--- config.mk ---
export PLATFORM = sky130hd
export DESIGN_NAME = cluster_core_demux_n
export DESIGN_NICKNAME = d
export VERILOG_FILES = /design/src/rtl/cluster_demux_pkg.sv /design/src/rtl/cluster_demux_decode.sv /design/src/rtl/cluster_core_demux_n.sv
export SDC_FILE = /design/constraint.sdc
export NUM_CORES = 1
export LEC_CHECK = 0
export ABC_AREA = 1
export CAP_MARGIN = 20
export CORE_AREA = 5 5 128 130
export DETAILED_ROUTE_END_ITERATION = 10
export DIE_AREA = 0 0 133 135
export PLACE_DENSITY = 0.65
export RECOVER_POWER = 25
export SLEW_MARGIN = 20
export SYNTH_ARGS = -nofsm -noshare
export SYNTH_HDL_FRONTEND = slang
export SYNTH_SLANG_ARGS = --single-unit
--- constraint.sdc ---
create_clock -name clk_i -period 2.56 [get_ports clk_i]
set_input_delay 0.512 -clock clk_i [delete_from_list [all_inputs] [get_ports clk_i]]
set_output_delay 0.512 -clock clk_i [all_outputs]
set_load 0.005 [all_outputs]
--- src/rtl/cluster_demux_pkg.sv ---
// Shared types and helpers for the cluster core data-bus demultiplexer.
//   rule_t      : one address-map entry, {base, mask}; an address hits the
//                 entry when (addr & mask) == base.
//   ERR_RDATA   : read data returned for accesses that hit no entry.
//   rule_hit()  : single-entry match used by the decoder.
// Rule fields are 32 bits wide; narrower bus addresses are zero-extended
// before the compare and wider ones are truncated to 32 bits.
package cluster_demux_pkg;

  localparam int RULE_AW = 32;

  typedef struct packed {
    logic [RULE_AW-1:0] base;
    logic [RULE_AW-1:0] mask;
  } rule_t;

  localparam logic [31:0] ERR_RDATA = 32'hBADA_CCE5;

  function automatic logic rule_hit(input logic [RULE_AW-1:0] addr,
                                    input rule_t              rule);
    return (addr & rule.mask) == rule.base;
  endfunction

endpackage

--- src/rtl/cluster_demux_decode.sv ---
// Address decoder for the core demux.
// Ports:
//   addr : core address
//   sel  : index of the lowest-numbered matching rule, or N_TARGETS on a miss
//   miss : 1 when no rule matches (sel then names the error pseudo-target)
module cluster_demux_decode
  import cluster_demux_pkg::*;
#(
  parameter int    ADDR_WIDTH          = 32,
  parameter int    N_TARGETS           = 3,
  parameter rule_t RULES [N_TARGETS]   = '{default: '0}
) (
  input  logic [ADDR_WIDTH-1:0]              addr,
  output logic [$clog2(N_TARGETS+1)-1:0]     sel,
  output logic                               miss
);

  localparam int SEL_W = $clog2(N_TARGETS + 1);

  logic [RULE_AW-1:0] addr_ext;

  assign addr_ext = RULE_AW'(addr);

  // Walk from the highest index down so the lowest matching index is the
  // last assignment and therefore wins.
  always_comb begin
    sel  = SEL_W'(N_TARGETS);
    miss = 1'b1;
    for (int i = N_TARGETS - 1; i >= 0; i--) begin
      if (rule_hit(addr_ext, RULES[i])) begin
        sel  = SEL_W'(i);
        miss = 1'b0;
      end
    end
  end

endmodule

--- src/rtl/cluster_core_demux_n.sv ---
// Core data-bus demultiplexer: routes one core load/store port to
// N_TARGETS address-mapped targets, answers unmapped accesses with an error
// response, keeps responses in order and counts per-target stall cycles.
//
// Ports:
//   clk_i, rst_i            : clock, asynchronous active-high reset
//   core_req_i .. core_be_i : core request (wen = 1 means read)
//   core_gnt_o              : grant back to the core
//   core_r_valid/data/opc_o : response to the core (opc = error flag)
//   tgt_req_o               : one-hot request to the selected target
//   tgt_add/wen/data/be_o   : request fields broadcast to every target
//   tgt_gnt_i               : per-target grant
//   tgt_r_valid/data/opc_i  : per-target response
//   perf_clr_i              : synchronous clear of the stall counters
//   perf_stall_o            : per-target stall event this cycle
//   perf_cnt_o              : per-target saturating stall-cycle counters
//
// Handshake: a request transfers in the cycle where req and gnt are both 1;
// req may be held across cycles without a grant and the fields must stay
// stable while it is. Responses carry no back-pressure: a response is
// consumed in the cycle its r_valid is 1.
//
// Ordering: every in-flight transaction targets cur_tgt. A request to a
// different target waits until the registered outstanding count is zero,
// so responses can only ever come back from one target at a time.
module cluster_core_demux_n
  import cluster_demux_pkg::*;
#(
  parameter int    ADDR_WIDTH          = 32,
  parameter int    DATA_WIDTH          = 32,
  parameter int    BE_WIDTH            = DATA_WIDTH / 8,
  parameter int    N_TARGETS           = 3,
  parameter int    MAX_OUTSTANDING     = 4,
  parameter int    PERF_CNT_WIDTH      = 16,
  parameter rule_t RULES [N_TARGETS]   = '{default: '0}
) (
  input  logic                                      clk_i,
  input  logic                                      rst_i,
  input  logic                                      core_req_i,
  input  logic [ADDR_WIDTH-1:0]                     core_add_i,
  input  logic                                      core_wen_i,
  input  logic [DATA_WIDTH-1:0]                     core_data_i,
  input  logic [BE_WIDTH-1:0]                       core_be_i,
  output logic                                      core_gnt_o,
  output logic                                      core_r_valid_o,
  output logic [DATA_WIDTH-1:0]                     core_r_data_o,
  output logic                                      core_r_opc_o,
  output logic [N_TARGETS-1:0]                      tgt_req_o,
  output logic [ADDR_WIDTH-1:0]                     tgt_add_o,
  output logic                                      tgt_wen_o,
  output logic [DATA_WIDTH-1:0]                     tgt_data_o,
  output logic [BE_WIDTH-1:0]                       tgt_be_o,
  input  logic [N_TARGETS-1:0]                      tgt_gnt_i,
  input  logic [N_TARGETS-1:0]                      tgt_r_valid_i,
  input  logic [N_TARGETS-1:0][DATA_WIDTH-1:0]      tgt_r_data_i,
  input  logic [N_TARGETS-1:0]                      tgt_r_opc_i,
  input  logic                                      perf_clr_i,
  output logic [N_TARGETS-1:0]                      perf_stall_o,
  output logic [N_TARGETS-1:0][PERF_CNT_WIDTH-1:0]  perf_cnt_o
);

  localparam int SEL_W = $clog2(N_TARGETS + 1);
  localparam int TGT_W = (N_TARGETS > 1) ? $clog2(N_TARGETS) : 1;
  localparam int CNT_W = $clog2(MAX_OUTSTANDING + 1);

  localparam logic [DATA_WIDTH-1:0] ERR_DATA = DATA_WIDTH'(ERR_RDATA);

  logic [SEL_W-1:0] sel;
  logic [TGT_W-1:0] sel_idx;
  logic             miss;

  logic [CNT_W-1:0] cnt;
  logic [TGT_W-1:0] cur_tgt;
  logic             err_pend;

  logic             ok;
  logic             err_gnt;
  logic             tgt_gnt_hit;
  logic             resp_acc;

  cluster_demux_decode #(
    .ADDR_WIDTH (ADDR_WIDTH),
    .N_TARGETS  (N_TARGETS),
    .RULES      (RULES)
  ) u_decode (
    .addr (core_add_i),
    .sel  (sel),
    .miss (miss)
  );

  // Only meaningful when miss == 0, i.e. sel < N_TARGETS.
  assign sel_idx = TGT_W'(sel);

  assign tgt_add_o  = core_add_i;
  assign tgt_wen_o  = core_wen_i;
  assign tgt_data_o = core_data_i;
  assign tgt_be_o   = core_be_i;

  // Issue logic works on the registered count only: a response arriving in
  // the same cycle frees a slot for the next cycle, not this one.
  always_comb begin
    ok = (cnt == '0) ||
         (!miss && (sel == SEL_W'(cur_tgt)) && (cnt < CNT_W'(MAX_OUTSTANDING)));
    tgt_req_o = '0;
    if (core_req_i && ok && !miss) begin
      tgt_req_o[sel_idx] = 1'b1;
    end
    tgt_gnt_hit = |(tgt_req_o & tgt_gnt_i);
    // Unmapped accesses are answered locally, but only from an empty
    // pipeline so the error response cannot overtake target responses.
    err_gnt    = core_req_i && miss && (cnt == '0);
    core_gnt_o = tgt_gnt_hit || err_gnt;
  end

  // Responses from anything but cur_tgt, or with nothing in flight, are
  // dropped here and never reach the core or the counter.
  assign resp_acc = (cnt != '0) && tgt_r_valid_i[cur_tgt];

  always_ff @(posedge clk_i or posedge rst_i) begin
    if (rst_i) begin
      cnt      <= '0;
      cur_tgt  <= '0;
      err_pend <= 1'b0;
    end else begin
      if (tgt_gnt_hit && !resp_acc) begin
        cnt <= cnt + CNT_W'(1);
      end else if (!tgt_gnt_hit && resp_acc) begin
        cnt <= cnt - CNT_W'(1);
      end
      if (tgt_gnt_hit) begin
        cur_tgt <= sel_idx;
      end
      err_pend <= err_gnt;
    end
  end

  // err_pend and resp_acc cannot coincide: an error grant needs cnt == 0
  // and leaves cnt untouched, so nothing is in flight on the next cycle.
  always_comb begin
    core_r_valid_o = 1'b0;
    core_r_opc_o   = 1'b0;
    core_r_data_o  = '0;
    if (err_pend) begin
      core_r_valid_o = 1'b1;
      core_r_opc_o   = 1'b1;
      core_r_data_o  = ERR_DATA;
    end else if (resp_acc) begin
      core_r_valid_o = 1'b1;
      core_r_opc_o   = tgt_r_opc_i[cur_tgt];
      core_r_data_o  = tgt_r_data_i[cur_tgt];
    end
  end

  // A stall is a request that decodes to a real target but is not granted,
  // whether blocked by ordering/occupancy or by the target itself.
  always_comb begin
    perf_stall_o = '0;
    if (core_req_i && !miss && !core_gnt_o) begin
      perf_stall_o[sel_idx] = 1'b1;
    end
  end

  always_ff @(posedge clk_i or posedge rst_i) begin
    if (rst_i) begin
      perf_cnt_o <= '0;
    end else begin
      for (int i = 0; i < N_TARGETS; i++) begin
        if (perf_clr_i) begin
          perf_cnt_o[i] <= '0;
        end else if (perf_stall_o[i] && (perf_cnt_o[i] != '1)) begin
          perf_cnt_o[i] <= perf_cnt_o[i] + PERF_CNT_WIDTH'(1);
        end
      end
    end
  end

endmodule

==> summary.md <==
| Metric | Value |
|---|---|
| Buffers on Ports | `just over 90` |
| Worst path cell trace | `o31ai_4, buf_12, nor2_1, clkdlybuf4s50_1` |
| Fmax | `roughly 420 MHz` |
| Cell family with most CP delay | `buffers and inverters` |
| Final setup fails | `0` |
| Antenna Violating Nets Remaining | `0` |
| Period utilisation layout | `0.928` |
| First DRT Iteration DRCs | `60` |
| Critical Path Start Type | `flop` |
| WP data arrival | `1.86 ns` |
| Hpwl dp | `5.75 mm` |
| Internal | `858 uW` |
| Worst reg2reg path endpoint | `cnt[2]` |
| Fill cells | `1704` |
| Worst min-delay path category | `reg2reg` |
| Psw | `around 420 uW` |
| CTS buffer count | `3` |
| Sink Count | `19` |
| Crit path time final | `2.38 ns` |
| CTS max path bufs | `2` |
| Final Hold Fails | `0` |
| Hold Path End | `perf_cnt_o[15]` |
| Clock network fraction of total power | `0.266` |
| Worst skew pair latency | `0.26 ns` |
| Std-Cell Rows | `45` |
| Post-layout nets | `561` |
| Die footprint | `18000 sq um` |
| Final instance area | `~2900 sq um` |
| P&R area growth vs syn | `25.1%` |
| Worst hold stages | `2` |
| First-pass GRT wire length | `9.85 mm` |
| Flops & latches, synth | `19` |
| DR pass1 iterations | `4` |
| Flop pwr share | `0.305` |
| CTS tree | `built` |
| Status | `completed` |
| CP endpoint kind | `output port` |
| Worst r2r path cells | `7` |
| Clk_skew | `0.00201 ns` |
| DRC violations left | `0` |
| Sequential cell area fraction in the yosys report | `0.205` |
| Crit Path Class | `reg2out` |
| Fraction of layout cells with a size suffix above 1 | `0.0501` |
| Grt ovf | `0` |
| Setup slack, reg-to-reg | `0.53 ns` |
| Leading cell type in the layout, fill and taps excluded | `clkdlybuf4s50_1` |
| Worst-path fanout max | `32` |
| CP required | `2.05 ns` |
| Die Wd | `133 um` |
| Synth unique cells | `26` |
| Switch share | `0.327` |
| Vias | `1900` |
| Mapped Area | `2320 sq um` |
| I/O pin count | `336` |
| Drt total wl | `6.78 mm` |
| Number of H-tree levels | `1` |
| Buf/Inv on CP | `2` |
| CTS root buf | `clkbuf_16` |
| Reg2reg start | `cnt[2]` |
| Slew margin rel. | `0.257` |
| Cell Pwr Density | `438 nW/um^2` |
| Routed vias/inst | `3.35` |
| Fin cells | `567` |
| Postcts setup bufs | `0` |
| Crit-path max cell delay | `0.46 ns` |
| Worst-margin pin slew | `1.11 ns` |
| Total core area | `15000 sq um` |
| Area post-placement | `2830 sq um` |
| RSZ-0062 raised after global routing | `false` |
| Hold Path Origin | `perf_cnt_o[15]` |
| Worst VDD drop | `0.162 mV` |
| Fin util | `0.194` |
| Pin count of the biggest net entering global routing | `33` |
| Leak | `0.00140 uW` |
| Multi-input logic area | `942 sq um` |
| CP max-delay cell | `clkdlybuf4s50_1` |
| Synth Warn # | `0` |
| Routability cong. | `between 0.8 and 0.9` |
| Most frequent cells in the layout | `89 x clkdlybuf4s50_1, 60 x nand2_1, 57 x inv_1, 56 x nor2_1, 36 x conb_1` |
| ANT cells | `0` |
| TNS Setup | `0 ns` |
| Final Max Slew Viols | `0` |
| GRT Total Usage | `0.0687` |
| Synth Area per Inst | `6.53 sq um` |
| Wire length per cell | `12.0 um` |
| FF+latch area | `approximately 480 sq um` |
| Placed insts | `between 500 and 600` |
| MaxCap Viol Count | `0` |
| Clock transition at the registers of the reported paths | `0.06 ns` |
| Die Y | `135 um` |
| Vias in the first global route | `around 1800` |
| Syn Inst Count | `roughly 360` |
| Gate power share | `0.429` |
| Initial antenna violation count | `0` |
| Starting Density | `0.155` |
flip-flops by register name (all words and copies together), names as in the netlist:
name and cells:
cnt 3, perf_cnt_o 16
worst max path at each step:
stage,startpoint,endpoint,slack [ns],depth (start not counted)
finish,cnt[2],core_r_data_o[31],0.18,4
global route,cnt[2],core_r_data_o[31],0.11,4
CTS,tgt_r_valid_i[0],core_r_data_o[31],0.03,5
detailed placement,tgt_r_valid_i[0],core_r_data_o[31],0.03,5
global placement,tgt_r_valid_i[0],core_r_data_o[19],0.07,5
floorplan,cnt[2],cnt[2],0.40,8
tightest hold or removal path, cell delays in order (launching register included):
cell and delay [ns]:
dfrtp_1 0.41, nand2_1 0.07, nand2_1 0.05
synthesized netlist by cell type:
| cell type | number | share of area |
|---|---|---|
| nand2_4 | 1 | 0.0048 |
| nand4_1 | 6 | 0.016 |
| inv_1 | 57 | 0.092 |
| nor2_1 | 56 | 0.090 |
| buf_1 | 1 | 0.0016 |
| mux2_2 | 1 | 0.0048 |
| a21oi_2 | 1 | 0.0038 |
| xor2_1 | 3 | 0.011 |
| o31ai_2 | 1 | 0.0054 |
| dfrtp_1 | 19 | 0.20 |
| buf_6 | 1 | 0.0048 |
| nand2_1 | 60 | 0.097 |
| ha_1 | 2 | 0.011 |
| inv_2 | 2 | 0.0032 |
| o21ai_0 | 2 | 0.0043 |
| nand3_1 | 16 | 0.034 |
| nor3_1 | 2 | 0.0043 |
| buf_2 | 3 | 0.0065 |
| a21oi_1 | 2 | 0.0043 |
| o21ai_1 | 4 | 0.0086 |
| buf_4 | 106 | 0.34 |
| nor2_4 | 5 | 0.024 |
| fa_1 | 1 | 0.0086 |
| conb_1 | 1 | 0.0016 |
| xnor2_1 | 2 | 0.0075 |
| nand2_2 | 1 | 0.0027 |
timing repair:
item | 4_1_cts | 5_1_grt
setup endpoints to repair | 0 | 10
gates resized for setup | 0 | 1
hold buffers | 0 | 0
stage by stage:
| step | worst slack [ns] | total power, uW | hold WS, ns |
|---|---|---|---|
| after floorplan | 0.402 | 748 | 0.463 |
| after global placement | 0.0654 | 937 | 0.546 |
| after detailed placement | 0.0327 | 953 | 0.546 |
| after CTS | 0.0257 | 1310 | 0.563 |
| after global routing | 0.106 | 1360 | 0.602 |
| final | 0.184 | 1270 | 0.561 |
logic make-up (layout without fill, tap and decap cells):
kind of cell	count (synthesis)	in the layout	synth area share
buffers and inverters	170	158	0.450
and+or+nand+nor	147	147	0.274
DFF	19	19	0.205
AOI/OAI and AO/OA	10	10	0.0264
xor gates and xnor gates	5	5	0.0188
adders and majority gates	3	3	0.0194
other	1	36	0.00161
muxes	1	1	0.00484
power by group through the flow:
| stage | Clock (uW) | Sequential (uW) | Combinational [uW] |
|---|---|---|---|
| after floorplan | 0 | 377 | 371 |
| after global placement | 0 | 394 | 543 |
| after detailed placement | 0 | 395 | 558 |
| after CTS | 356 | 390 | 559 |
| after global routing | 365 | 395 | 602 |
| final | 339 | 389 | 546 |
layer usage:
layer,wire (um),GRT usage,share of wire,vias up
met5,0,0,0,-
met4,306,0.0387,0.045,0
met3,1200,0.0522,0.18,33
met2,3190,0.113,0.47,121
met1,2080,0.0606,0.31,790
li1,-,-,-,956
area by class of cell:
type | count | share of cell area
multi-input cells | 202 | 0.324
clock buffers | 3 | 0.0258
repair buffers | 95 | 0.327
well taps | 188 | 0.0809
flip-flops and latches | 19 | 0.163
inverters | 59 | 0.0761
clock inverters | 1 | 0.00258
Power figures use the tool's default switching activity.
